### config.mk
export PLATFORM = sky130hd
export DESIGN_NAME = exe_muldiv_sched
export DESIGN_NICKNAME = d
export VERILOG_FILES = /design/src/rtl/exe_muldiv_sched.sv
export SDC_FILE = /design/constraint.sdc
export NUM_CORES = 1
export LEC_CHECK = 0
export CAP_MARGIN = 20
export CORE_ASPECT_RATIO = 0.5
export CORE_MARGIN = 2
export CORE_UTILIZATION = 38
export CTS_CLUSTER_DIAMETER = 200
export DETAILED_ROUTE_END_ITERATION = 6
export PLACE_DENSITY = 0.82
export SYNTH_ARGS = -nofsm -noshare
export SYNTH_HDL_FRONTEND = slang
export SYNTH_SLANG_ARGS = --single-unit
### constraint.sdc
create_clock -name clk -period 4 [get_ports clk]
set_input_delay 0.6 -clock clk [delete_from_list [all_inputs] [get_ports clk]]
set_output_delay 0.6 -clock clk [all_outputs]
set_load 0.01 [all_outputs]
### src/rtl/exe_muldiv_sched.sv
// Execute-stage sequencer for the shared iterative multiplier/divider: accepts one M-extension op,
// pulses the unit's start, waits for ready, and holds the result until the pipeline consumes it.
module exe_muldiv_sched #(
   parameter int XLEN = 32
) (
   input  logic              clk,
   input  logic              rst,
   input  logic              I_valid,
   input  logic [2:0]        I_op,
   input  logic [XLEN-1:0]   I_srca,
   input  logic [XLEN-1:0]   I_srcb,
   input  logic              I_flush,
   input  logic              I_stall_other,
   output logic              O_stallreq,
   output logic              O_result_valid,
   output logic [XLEN-1:0]   O_result,
   output logic              O_mul_start,
   output logic [XLEN-1:0]   O_mul_a,
   output logic [XLEN-1:0]   O_mul_b,
   output logic              O_mul_sa,
   output logic              O_mul_sb,
   input  logic              I_mul_ready,
   input  logic [2*XLEN-1:0] I_mul_product,
   output logic              O_div_start,
   output logic              O_div_signed,
   output logic [XLEN-1:0]   O_div_a,
   output logic [XLEN-1:0]   O_div_b,
   output logic              O_div_annul,
   input  logic              I_div_ready,
   input  logic [XLEN-1:0]   I_div_quot,
   input  logic [XLEN-1:0]   I_div_rem
);

   typedef enum logic [2:0] {
      OP_MUL, OP_MULH, OP_MULHSU, OP_MULHU, OP_DIV, OP_DIVU, OP_REM, OP_REMU
   } op_e;

   typedef enum logic [2:0] {
      S_IDLE, S_MUL_WAIT, S_DIV_WAIT, S_MUL_DRAIN, S_HOLD
   } state_e;

   localparam logic [XLEN-1:0] MIN_INT = {1'b1, {(XLEN-1){1'b0}}};

   state_e          state_q, state_d;
   op_e             op_q, op_d;
   logic [XLEN-1:0] a_q, a_d;
   logic [XLEN-1:0] b_q, b_d;
   logic [XLEN-1:0] result_q, result_d;
   logic            mul_start_q, mul_start_d;
   logic            div_start_q, div_start_d;
   logic            annul;

   // Ready coinciding with the start pulse belongs to no op of ours.
   logic mul_rdy, div_rdy;
   assign mul_rdy = I_mul_ready & ~mul_start_q;
   assign div_rdy = I_div_ready & ~div_start_q;

   // Decode of the incoming op: bit 2 selects divider, bit 1 remainder, bit 0 unsigned.
   logic in_div, in_rem, in_signed;
   assign in_div    = I_op[2];
   assign in_rem    = I_op[1];
   assign in_signed = ~I_op[0];

   always_comb begin
      // NOTE: every variable gets a default first, so no path through the case can infer a latch.
      state_d     = state_q;
      op_d        = op_q;
      a_d         = a_q;
      b_d         = b_q;
      result_d    = result_q;
      mul_start_d = 1'b0;
      div_start_d = 1'b0;
      annul       = 1'b0;
      unique case (state_q)
         S_IDLE: begin
            if (I_valid && !I_flush) begin
               op_d = op_e'(I_op);
               a_d  = I_srca;
               b_d  = I_srcb;
               if (in_div && (I_srcb == '0)) begin
                  result_d = in_rem ? I_srca : '1;
                  state_d  = S_HOLD;
               end else if (in_div && in_signed && (I_srca == MIN_INT) && (I_srcb == '1)) begin
                  result_d = in_rem ? '0 : I_srca;
                  state_d  = S_HOLD;
               end else if (in_div) begin
                  div_start_d = 1'b1;
                  state_d     = S_DIV_WAIT;
               end else begin
                  mul_start_d = 1'b1;
                  state_d     = S_MUL_WAIT;
               end
            end
         end
         S_MUL_WAIT: begin
            if (I_flush) begin
               // A product landing in the flush cycle is already done; nothing left to drain.
               state_d = mul_rdy ? S_IDLE : S_MUL_DRAIN;
            end else if (mul_rdy) begin
               result_d = (op_q == OP_MUL) ? I_mul_product[XLEN-1:0] : I_mul_product[2*XLEN-1:XLEN];
               state_d  = S_HOLD;
            end
         end
         S_DIV_WAIT: begin
            if (I_flush) begin
               annul   = 1'b1;
               state_d = S_IDLE;
            end else if (div_rdy) begin
               result_d = op_q[1] ? I_div_rem : I_div_quot;
               state_d  = S_HOLD;
            end
         end
         S_MUL_DRAIN: begin
            if (I_mul_ready) state_d = S_IDLE;
         end
         S_HOLD: begin
            if (I_flush || !I_stall_other) state_d = S_IDLE;
         end
         default: state_d = S_IDLE;
      endcase
   end

   always_ff @(posedge clk or posedge rst) begin
      if (rst) begin
         state_q     <= S_IDLE;
         op_q        <= OP_MUL;
         a_q         <= '0;
         b_q         <= '0;
         result_q    <= '0;
         mul_start_q <= 1'b0;
         div_start_q <= 1'b0;
      end else begin
         // NOTE: non-blocking assignments so every register samples pre-edge values.
         state_q     <= state_d;
         op_q        <= op_d;
         a_q         <= a_d;
         b_q         <= b_d;
         result_q    <= result_d;
         mul_start_q <= mul_start_d;
         div_start_q <= div_start_d;
      end
   end

   assign O_stallreq     = I_valid & (state_q != S_HOLD) & ~I_flush;
   assign O_result_valid = (state_q == S_HOLD);
   assign O_result       = result_q;
   assign O_mul_start    = mul_start_q;
   assign O_mul_a        = a_q;
   assign O_mul_b        = b_q;
   assign O_mul_sa       = (op_q == OP_MULH) || (op_q == OP_MULHSU);
   assign O_mul_sb       = (op_q == OP_MULH);
   assign O_div_start    = div_start_q;
   assign O_div_signed   = op_q[2] & ~op_q[0];
   assign O_div_a        = a_q;
   assign O_div_b        = b_q;
   assign O_div_annul    = annul;

endmodule
* Yosys cells after proc, flatten, opt, wreduce, memory -nomap -nowiden *
Cells that the tools add are included.

storage, ports and cells
  register bits = 104
  input bits = 202
  output and inout bits = 168

cells by class
  equality and inequality tests = 19
  muxes and demuxes = 36
  bitwise logic cells = 10
  reduce and logical (&&, ||, !) cells = 16

operator list
  cell                                                    number
  2-to-1 mux 32 bit                                       11
  case mux 32 bit (3 select lines)                        1
  equality test 32 bit (second input constant)            2
  logical NOT 32 bit                                      1
  2-to-1 mux 3 bit                                        9
  case mux 3 bit (5 select lines)                         1
  2-to-1 mux 1 bit                                        12
  inequality test 2 bit (second input constant)           6
  inequality test 3 bit (second input constant)           4
  equality test 3 x 2 -> 1 bit (second input constant)    3
  AND reduction 7 bit                                     1
  equality test 3 x 1 -> 1 bit (second input constant)    2
  logical NOT 3 bit                                       2
  bitwise AND 1 bit                                       5
  logical AND 1 bit                                       5
  NOT 1 bit                                               5
  AND reduction 5 bit                                     1
  2-to-1 mux 2 bit                                        2
  equality test 3 bit (second input constant)             1
  nonzero test 3 bit                                      1
  logical NOT 1 bit                                       2
  logical OR 1 bit                                        2
  inequality test 2 x 1 -> 1 bit (second input constant)  1
  AND reduction 2 bit                                     1

* Logic depth before layout (Yosys ltp) *
Gate-level depths: netlist of run 1.

  word-level depth = 8
  depth in mapped cells = 9
  gate-level depth less buffers = 6

* Worst setup path after synthesis of run 1 *
OpenSTA, ideal clock, no wires.

  path type = input port to flip-flop
  from = input port I_srca[25]
  to = register result_q[28] (netlist: O_result[28])
  arrival = 2317 ps
  required time = 3876 ps
  path slack = 1559 ps
  cell stages on the path = 7
  path buffers = 1
  cells stage by stage = or4b_1 nor4_1 nand2_1 or3_4 o21ai_2 buf_4 a2bb2oi_1

between the ends
  word-level cells in the longest chain between the ends = 5

RTL lines
  what                             line  RTL
  start, declared                  10    input logic [XLEN-1:0] I_srca,
  equality test 32 bit             83    end else if (in_div && in_signed && (I_srca == MIN_INT) && (I_srcb == '1)) begin
  logical AND 1 bit (2 in a row)   83
  inequality test 3 bit (no line)  -
  AND reduction 7 bit (no line)    -
  end signal, assigned             138   result_q <= result_d;
  end, declared                    48    logic [XLEN-1:0] result_q, result_d;

No other way between the ends.
A chain may end at the register's enable or synchronous reset.

* Final worst setup path of run 1 *
  from = input port I_srca[12]
  to = register result_q[17] (netlist: O_result[17])

Same word-level chain as after synthesis.

==> results.tsv, run 1 <==
stage	metric	value	unit
setup_path	r2r-end	O_result[28]$_DFFE_PP0P_	
worst_hold_path	worstHoldEndpoint	O_result[18]$_DFFE_PP0P_	
place	port_buffers	369	
sta	final_max_slew_viol_count	0	
power	p_per_area	760.3	nW/um^2
sta	fin_crit	3262	ps
die	die_w	181.7	um
clock_tree	cts_setup_buffers	0	
clock_tree	clkTransAtPathRegs	60	ps
grt	grt_max_degree	62	
cells_and_area	diodes	0	
grt	grt-busiest-layer	met2	
place	dp_hpwl	17100	um
sta	min_period_over_period	0.8156	
die	num_io_pins	370	
grt	overflow	0	
logic_synthesis	synth-edff-count	0	
die	rows	32	
sta	finalHoldViolations	0	
cells_and_area	final_util	0.6351	
grt	met2_usage	0.4438	
logic_synthesis	yosysTopAreaCell	dfrtp_1	
cells_and_area	syn2layout_area_growth	63.12	%
grt	met3_usage	0.04286	
setup_path	cp_data_arrival_time	3470	ps
grt	grt_pass1_vias	5639	
setup_path	crit_type	in2reg	
status	outcome	completed	
clock_tree	cts_tree	built	
sta	setup_violations	0	
clock_tree	worstSkewPairLatency	330	ps
sta	final.setup.tns	0	ps
detailed_routing	viasPerCell	5.258	
setup_path	required	4200	ps
clock_tree	ctsHtreeMaxLevel	3	
grt	grt_pass1_wl	32320	um
logic_synthesis	yosysUniqueCellTypes	42	
logic_synthesis	synth_most_common_cell	dfrtp_1	
grt	met1_usage	0.3184	
clock_tree	ctsResizeCount	0	
detailed_routing	drt_iter0_drc	270	
worst_hold_path	holdCritStartpoint	O_result[18]$_DFFE_PP0P_	
logic_synthesis	yosys_warnings	0	
die	start_util	0.3894	
place	place_area	9455	sq um
logic_synthesis	yosys.area.top_type_share	0.4336	
detailed_routing	wl_per_cell	21.13	um
die	dieArea	16880	sq um
cells_and_area	final_net_count	1013	
sta	fin_hold_ws	523.6	ps
power	ir_drop	400.3	uV
sta	rsz0062_at_grt	false	
setup_path	slowest_stage	nor4_1	
clock_tree	clk_path_buf_depth	2	
grt	grt_util_all_layers	0.2482	
logic_synthesis	postSynth.asyncResetShare	1.000	
clock_tree	cts_root_buf	clkbuf_16	
worst_hold_path	hold_path_class	reg2reg	
logic_synthesis	synth_area	6002	sq um
place	gp_congestion	0.8336	
sta	slew_headroom	0.2498	
logic_synthesis	synth_nets	717	
logic_synthesis	syn-instance-count	515	
detailed_routing	wl	21530	um
die	die_h	92.87	um
run	cap_violations	0	
detailed_routing	drtPass1Iterations	4	
cells_and_area	layout-drive-gt1-share	0.1607	
logic_synthesis	ys_seq_area_frac	0.4336	
logic_synthesis	ys_top_cells_by_area	dfrtp_1 43%, mux2_2 13%, mux2i_1 11%	
clock_tree	hold_buffers	0	
sta	fmax	0.3065	GHz
setup_path	worstRegToRegCells	7	
setup_path	cp-start-kind	input pin	
clock_tree	cts_buffers	9	
cells_and_area	final_cell_area	9791	sq um
setup_path	crit_fanout	18	
power	leakagePower	3.823	nW
detailed_routing	ant_nets	0	
logic_synthesis	avgSynthCellArea	11.65	sq um
die	core	15410	sq um
setup_path	reg2reg_from	state_q[2]$_DFFE_PP0P_	
setup_path	r2r_setup_slack	1350	ps
logic_synthesis	synthFlopType	dfrtp_1	
detailed_routing	num_vias	5358	
logic_synthesis	synth_common_cells	104 x dfrtp_1, 67 x buf_4, 67 x mux2_2	
setup_path	worstSetupEndpointType	flop	
grt	antenna_found_initial	0	
setup_path	cp_cell_sequence	clkdlybuf4s50_1, nor4_1, and3_1, nand4_1, or3_4, o21ai_4, buf_12, a2bb2oi_2	
sta	worstMarginPinSlew	1125	ps
power	power.total	0.007444	W
setup_path	crit_path_max_incr_delay	660	ps
sta	skew	11.36	ps
worst_hold_path	holdPathStages	1	
detailed_routing	drcViolationCount	0	
logic_synthesis	ys_seq_elements	104	
clock_tree	cts.sinks	104	
==> how the worst max path moves through the flow <==
stage               start                        to  slack (ps)
4_1_cts        I_srca[12]  O_result[17]$_DFFE_PP0P_         790
3_5_place_dp   I_srca[12]  O_result[28]$_DFFE_PP0P_         470
2_1_floorplan         rst    O_div_a[0]$_DFFE_PP0P_         670
6_report       I_srca[12]  O_result[17]$_DFFE_PP0P_         740
3_3_place_gp    I_srcb[1]  O_result[28]$_DFFE_PP0P_         520
5_1_grt        I_srca[12]  O_result[28]$_DFFE_PP0P_         730
==> power breakdown <==
group	switching [W]	internal, W	leakage, nW
combinational	0.00173	0.00258	2.41
clock	0.000383	0.000610	0.159
sequential	0.000567	0.00158	1.26
total	0.00268	0.00477	3.82
==> area by class of cell <==
type,count,area [sq um]
Clock buffer,10,229.0
Sequential cell,104,2604
Tap cell,204,255.2
Multi-Input combinational cell,309,2759
Timing Repair Buffer,382,3816
Clock inverter,5,106.4
Inverter,5,21.27
Fill cell,1257,5624
==> state kept, by name, summed over array words and instances, names as in the netlist <==
register / flops
O_div_a: 32
O_div_b: 32
O_result: 32
op_q: 3
state_q: 3
O_div_start: 1
O_mul_start: 1
==> kinds of logic (layout without fill, tap and decap cells) <==
logic type                after synthesis  count (layout)  share of synthesized area
DFF                                   104             104                     0.4336
AOI/OAI and AO/OA                     113             113                     0.1584
xor gates and xnor gates                1               1                   0.001460
muxes                                 131             131                     0.2324
buffers and inverters                 102             402                     0.1109
and+or+nand+nor                        64              64                    0.06317
==> stage by stage <==
stage | std cells | setup slack, ps
after floorplan | 515 | 667.8
after global placement | 1004 | 521.4
after detailed placement | 1004 | 470.8
after CTS | 1019 | 786.8
after global routing | 1019 | 725.5
final | 1019 | 737.6
==> cells in the final DEF (no fill, tap or decap), types with 4 or more instances in the layout <==
master           netlist  final
inv_1                  5      4
mux2_2                67     67
clkbuf_16              0      9
nor2_1                 7      7
o22ai_1               32     32
mux2i_1               64     64
nor3_1                 7      6
nor4_1                13     13
nand4_1                9      9
clkdlybuf4s50_1        0    369
a2bb2oi_2             29     29
dfrtp_1              104    103
nand2_1                7      7
buf_4                 67     11
a21oi_1               35     34
nor4b_1                4      4
==> critical path, delay by kind of cell <==
family                 cells  cell delay, ps
AOI/OAI and AO/OA          2             640
buffers and inverters      2             740
and+or+nand+nor            4            1480
==> routing by layer <==
metal	vias up	routed length, um
li1	2461	-
met1	2694	9153
met2	181	11010
met3	22	1061
met4	0	308
met5	-	0
Power figures use the tool's default switching activity.
==> inputs of run 2 (changes only) <==
Clock period 4 ns to 3.3 ns, I/O delays scaled along.
==> results.tsv, run 2 (synthesis gave the netlist of run 1 again) <==
stage	metric	value	unit
status	outcome	completed	
grt	met2_usage	0.4451	
grt	met3_usage	0.04286	
cells_and_area	layout-drive-gt1-share	0.1661	
setup_path	required	3560	ps
clock_tree	cts_setup_buffers	0	
clock_tree	ctsResizeCount	0	
sta	finalHoldViolations	0	
cells_and_area	syn2layout_area_growth	63.52	%
worst_hold_path	hold_path_class	reg2reg	
setup_path	path_delay_family	simple AND/OR/NAND/NOR gates	
die	die_w	181.7	um
grt	grt_max_degree	58	
cells_and_area	mostFrequentLayoutCell	clkdlybuf4s50_1	
setup_path	crit_fanout	33	
place	dp_hpwl	17260	um
clock_tree	hold_buffers	0	
setup_path	path_depth	9	
power	p_per_area	914.6	nW/um^2
setup_path	crit_path_max_incr_delay	480	ps
sta	min_period_over_period	0.8425	
sta	fin_crit	2780	ps
setup_path	slowest_stage	nor4_1	
sta	fmax	0.3597	GHz
setup_path	cp-start-kind	input pin	
grt	overflow	0	
sta	skew	11.75	ps
die	start_util	0.3894	
grt	grt_util_all_layers	0.2522	
grt	antenna_found_initial	0	
sta	rsz0062_at_grt	false	
setup_path	worstSetupEndpointType	flop	
clock_tree	cts.sinks	104	
clock_tree	ctsHtreeMaxLevel	3	
detailed_routing	wl	21770	um
detailed_routing	ant_nets	0	
place	port_buffers	369	
sta	slew_headroom	0.4932	
cells_and_area	final_net_count	1016	
setup_path	cp_num_buf_inv	3	
sta	setup_violations	0	
grt	grt-busiest-layer	met2	
power	leakagePower	3.837	nW
cells_and_area	layout_common_cells	369 x clkdlybuf4s50_1, 103 x dfrtp_1, 67 x mux2_2	
setup_path	worstRegToRegCells	7	
sta	final_max_slew_viol_count	0	
clock_tree	worstSkewPairLatency	350	ps
run	cap_violations	0	
sta	worstMarginPinSlew	760.1	ps
grt	met1_usage	0.3253	
detailed_routing	drt_iter0_drc	286	
place	gp_congestion	0.8244	
die	core	15410	sq um
setup_path	cp_cell_sequence	clkdlybuf4s50_1, nor4_1, buf_4, and3_1, nand4_1, or3_4, a21oi_4, buf_12, a2bb2oi_1	
clock_tree	cts_buffers	9	
setup_path	crit_type	in2reg	
die	dieArea	16880	sq um
detailed_routing	wl_per_cell	21.28	um
die	die_h	92.87	um
detailed_routing	num_vias	5331	
grt	grt_pass1_vias	5631	
die	num_io_pins	370	
clock_tree	clkTransAtPathRegs	70	ps
worst_hold_path	holdPathStages	1	
detailed_routing	drcViolationCount	0	
die	rows	32	
power	ir_drop	446.3	uV
detailed_routing	viasPerCell	5.211	
grt	grt_pass1_wl	32420	um
cells_and_area	diodes	0	
power	power.total	0.008976	W
clock_tree	cts_root_buf	clkbuf_16	
setup_path	cp_data_arrival_time	3040	ps
detailed_routing	drtPass1Iterations	4	
clock_tree	clk_path_buf_depth	2	
sta	final.setup.tns	0	ps
clock_tree	cts_tree	built	
[run 2: path summary, 6_finish.rpt]
kind                                         start                        to  slack [ps]
hold reg to reg            O_result[4]$_DFFE_PP0P_   O_result[4]$_DFFE_PP0P_         530
max in group asynchronous                      rst       op_q[1]$_DFFE_PP0P_        1910
setup reg to reg            state_q[1]$_DFFE_PP0P_  O_result[29]$_DFFE_PP0P_        1060
min in group asynchronous                      rst    O_div_a[4]$_DFFE_PP0P_         640
setup / recovery                        I_srca[12]  O_result[29]$_DFFE_PP0P_         520
hold / removal             O_result[4]$_DFFE_PP0P_   O_result[4]$_DFFE_PP0P_         530
[run 2: stage by stage]
stage	hold slack [ps]	setup WS, ps	std cells	instance area [sq um]	util
floorplan	542.9	72.81	515	6002	-
global placement	504.8	280.0	1007	9503	0.6165
detailed placement	515.6	213.3	1007	9503	0.6165
CTS	531.9	567.4	1023	9814	0.6367
global route	540.0	415.9	1023	9814	0.6367
finish	529.0	519.9	1023	9814	0.6367
[run 2: layout make-up]
class / count / area, sq um
clock buffer: 9 / 225.2
clock inverter: 7 / 86.33
fill: 1207 / 5600
inverter: 5 / 21.27
multi-input combinational: 309 / 2759
sequential: 104 / 2604
tap: 204 / 255.2
timing repair buffer: 385 / 3864
[run 2: power breakdown]
group / switching [W] / internal (W) / total, W / leakage [nW]
sequential: 0.000625 / 0.00191 / 0.00254 / 1.26
combinational: 0.00217 / 0.00314 / 0.00531 / 2.43
clock: 0.000522 / 0.000607 / 0.00113 / 0.150
[run 2: routing by layer]
layer | up-vias | wire length, um
met5 | - | 0
met4 | 0 | 344
met3 | 27 | 913
met2 | 163 | 11250
met1 | 2676 | 9259
li1 | 2465 | -
==> inputs of run 3 (changes only) <==
Settings changed: CORE_UTILIZATION 38 to 34, PLACE_DENSITY 0.82 to 0.78.
Clock period 3.3 ns to 2.5 ns, I/O delays scaled along.
==> results.tsv, run 3 (synthesis gave the netlist of run 1 again) <==
stage	metric	value	unit
cells_and_area	final_net_count	1062	
sta	min_period_over_period	0.9899	
detailed_routing	wl	23360	um
power	ir_drop	582.2	uV
clock_tree	clkTransAtPathRegs	80	ps
die	core	17310	sq um
power	p_switching	0.004491	W
die	die_w	191.9	um
clock_tree	ctsHtreeMaxLevel	3	
die	die_h	97.95	um
power	switching_share	0.3696	
worst_hold_path	hold_path_class	in2async	
clock_tree	cts_root_buf	clkbuf_16	
grt	grt_max_degree	43	
detailed_routing	wl_per_cell	21.24	um
die	rows	34	
power	p_seq_frac	0.280	
sta	slew_headroom	0.5452	
setup_path	required	2770	ps
setup_path	r2r_setup_slack	330	ps
die	num_io_pins	370	
setup_path	worstSetupEndpointType	flop	
sta	worstMarginPinSlew	680.1	ps
cells_and_area	fin_cells	1100	
place	gp_congestion	0.8813	
sta	finalHoldViolations	0	
status	outcome	completed	
cells_and_area	register_area	2604	sq um
place	place_area	9932	sq um
place	port_buffers	369	
cells_and_area	fillers	1427	
cells_and_area	multi_input_area	2778	sq um
setup_path	crit_fanout	10	
detailed_routing	num_vias	5595	
detailed_routing	drt_iter0_drc	270	
place	post-place-ws	-368.4	ps
setup_path	crit_type	in2reg	
detailed_routing	drtPass1Iterations	5	
clock_tree	cts.sinks	104	
detailed_routing	drcViolationCount	0	
power	p_per_area	1174	nW/um^2
detailed_routing	viasPerCell	5.086	
clock_tree	clk_path_buf_depth	2	
grt	grt_pass1_vias	5823	
grt	grt_util_all_layers	0.2389	
sta	setup_slack	25.31	ps
place	dp_hpwl	18680	um
setup_path	cp-start-kind	input pin	
die	start_util	0.3467	
power	combinationalPowerShare	0.600	
die	dieArea	18800	sq um
cells_and_area	mostFrequentLayoutCell	clkdlybuf4s50_1	
cells_and_area	syn2layout_area_growth	72.48	%
cells_and_area	final_util	0.5979	
grt	overflow	0	
setup_path	worstRegToRegCells	7	
clock_tree	worstSkewPairLatency	350	ps
detailed_routing	ant_nets	0	
setup_path	reg2reg_from	state_q[1]$_DFFE_PP0P_	
grt	antenna_found_initial	0	
setup_path	slowest_stage	or4b_1	
power	pwr-share-clk	0.119	
setup_path	crit_path_max_incr_delay	540	ps
cells_and_area	layout_common_cells	368 x clkdlybuf4s50_1, 103 x dfrtp_1, 67 x mux2_2	
power	leakagePower	4.105	nW
sta	fmax	0.4041	GHz
grt	grt_pass1_wl	34200	um
sta	fin_crit	2475	ps
cells_and_area	layout-drive-gt1-share	0.2139	
clock_tree	hold_buffers	0	
cells_and_area	final_cell_area	10350	sq um
setup_path	r2r-end	O_result[28]$_DFFE_PP0P_	
clock_tree	cts_tree	built	
clock_tree	cts_buffers	9	
sta	final_max_slew_viol_count	0	
sta	skew	8.916	ps
run	cap_violations	0	
power	intPower	0.007659	W
setup_path	cp_data_arrival_time	2750	ps
sta	setup_violations	0	
setup_path	cp_cell_sequence	clkdlybuf4s50_1, or4b_1, nor4_1, nand2_1, or3_4, a21oi_4, buf_12, clkbuf_16, a2bb2oi_2	
place	dp.cells	1079	
sta	final.setup.tns	0	ps
[run 3: cell count changes in the layout (fill, tap and decap cells not counted), moves of 2 or more]
| cell | before | now |
|---|---|---|
| buf_12 | 4 | 11 |
| clkinvlp_4 | 1 | 3 |
| buf_4 | 12 | 48 |
| clkbuf_16 | 9 | 12 |
| inv_8 | 2 | 0 |
| a2bb2oi_1 | 3 | 1 |
| a2bb2oi_2 | 29 | 31 |
[run 3: repair_timing]
action / in CTS / in global routing
setup buffers: 0 / 1
endpoints found under the setup margin: 0 / 32
hold endpoints to repair: 0 / 0
resized for setup: 0 / 4
[run 3: worst max-delay path by stage]
stage | start | end | slack [ps] | cells after the start
after global routing | I_srca[27] | O_result[25]$_DFFE_PP0P_ | -4 | 9
final | I_srca[27] | O_result[25]$_DFFE_PP0P_ | 30 | 9
after detailed placement | I_srca[25] | O_result[28]$_DFFE_PP0P_ | -370 | 8
after floorplan | I_srca[25] | O_result[28]$_DFFE_PP0P_ | 280 | 7
after global placement | I_srca[12] | O_result[28]$_DFFE_PP0P_ | -310 | 9
after CTS | I_srca[25] | O_result[28]$_DFFE_PP0P_ | 9 | 8
[run 3: critical path, delay by kind of cell]
kind / cells / cell delay, ps
buffers and inverters: 3 / 740
AO/OA/AOI/OAI: 2 / 320
AND/OR/NAND/NOR: 4 / 1300
[run 3: per-stage QoR]
step | hold slack [ps] | power (W)
3_3_place_gp | 505.4 | 0.01040
2_1_floorplan | 441.4 | 0.007217
4_1_cts | 430.1 | 0.01208
3_5_place_dp | 512.3 | 0.01059
6_report | 427.7 | 0.01215
5_1_grt | 472.6 | 0.01270
[run 3: power by group through the flow]
stage               registers (W)  clock network [W]  logic [W]
detailed placement        0.00342                  0    0.00717
global route              0.00351            0.00154    0.00766
global placement          0.00338                  0    0.00702
floorplan                 0.00346                  0    0.00375
finish                    0.00341            0.00145    0.00729
CTS                       0.00340            0.00147    0.00720
[run 3: cell type report]
cell class              instances  area share
multi-input cells             309      0.2683
clock buffers                   9     0.02175
inverters                       5    0.002175
well taps                     234     0.02828
diodes                          1   0.0002417
repair buffers                431      0.4204
clock inverters                 7    0.007373
flip-flops and latches        104      0.2515
[run 3: layer usage]
layer / vias up / GRT usage / wire (um)
met5: - / 0 / 0
met4: 0 / 0.08284 / 649
met3: 43 / 0.03666 / 1038
met2: 173 / 0.4043 / 11820
met1: 2809 / 0.3121 / 9858
li1: 2570 / - / -
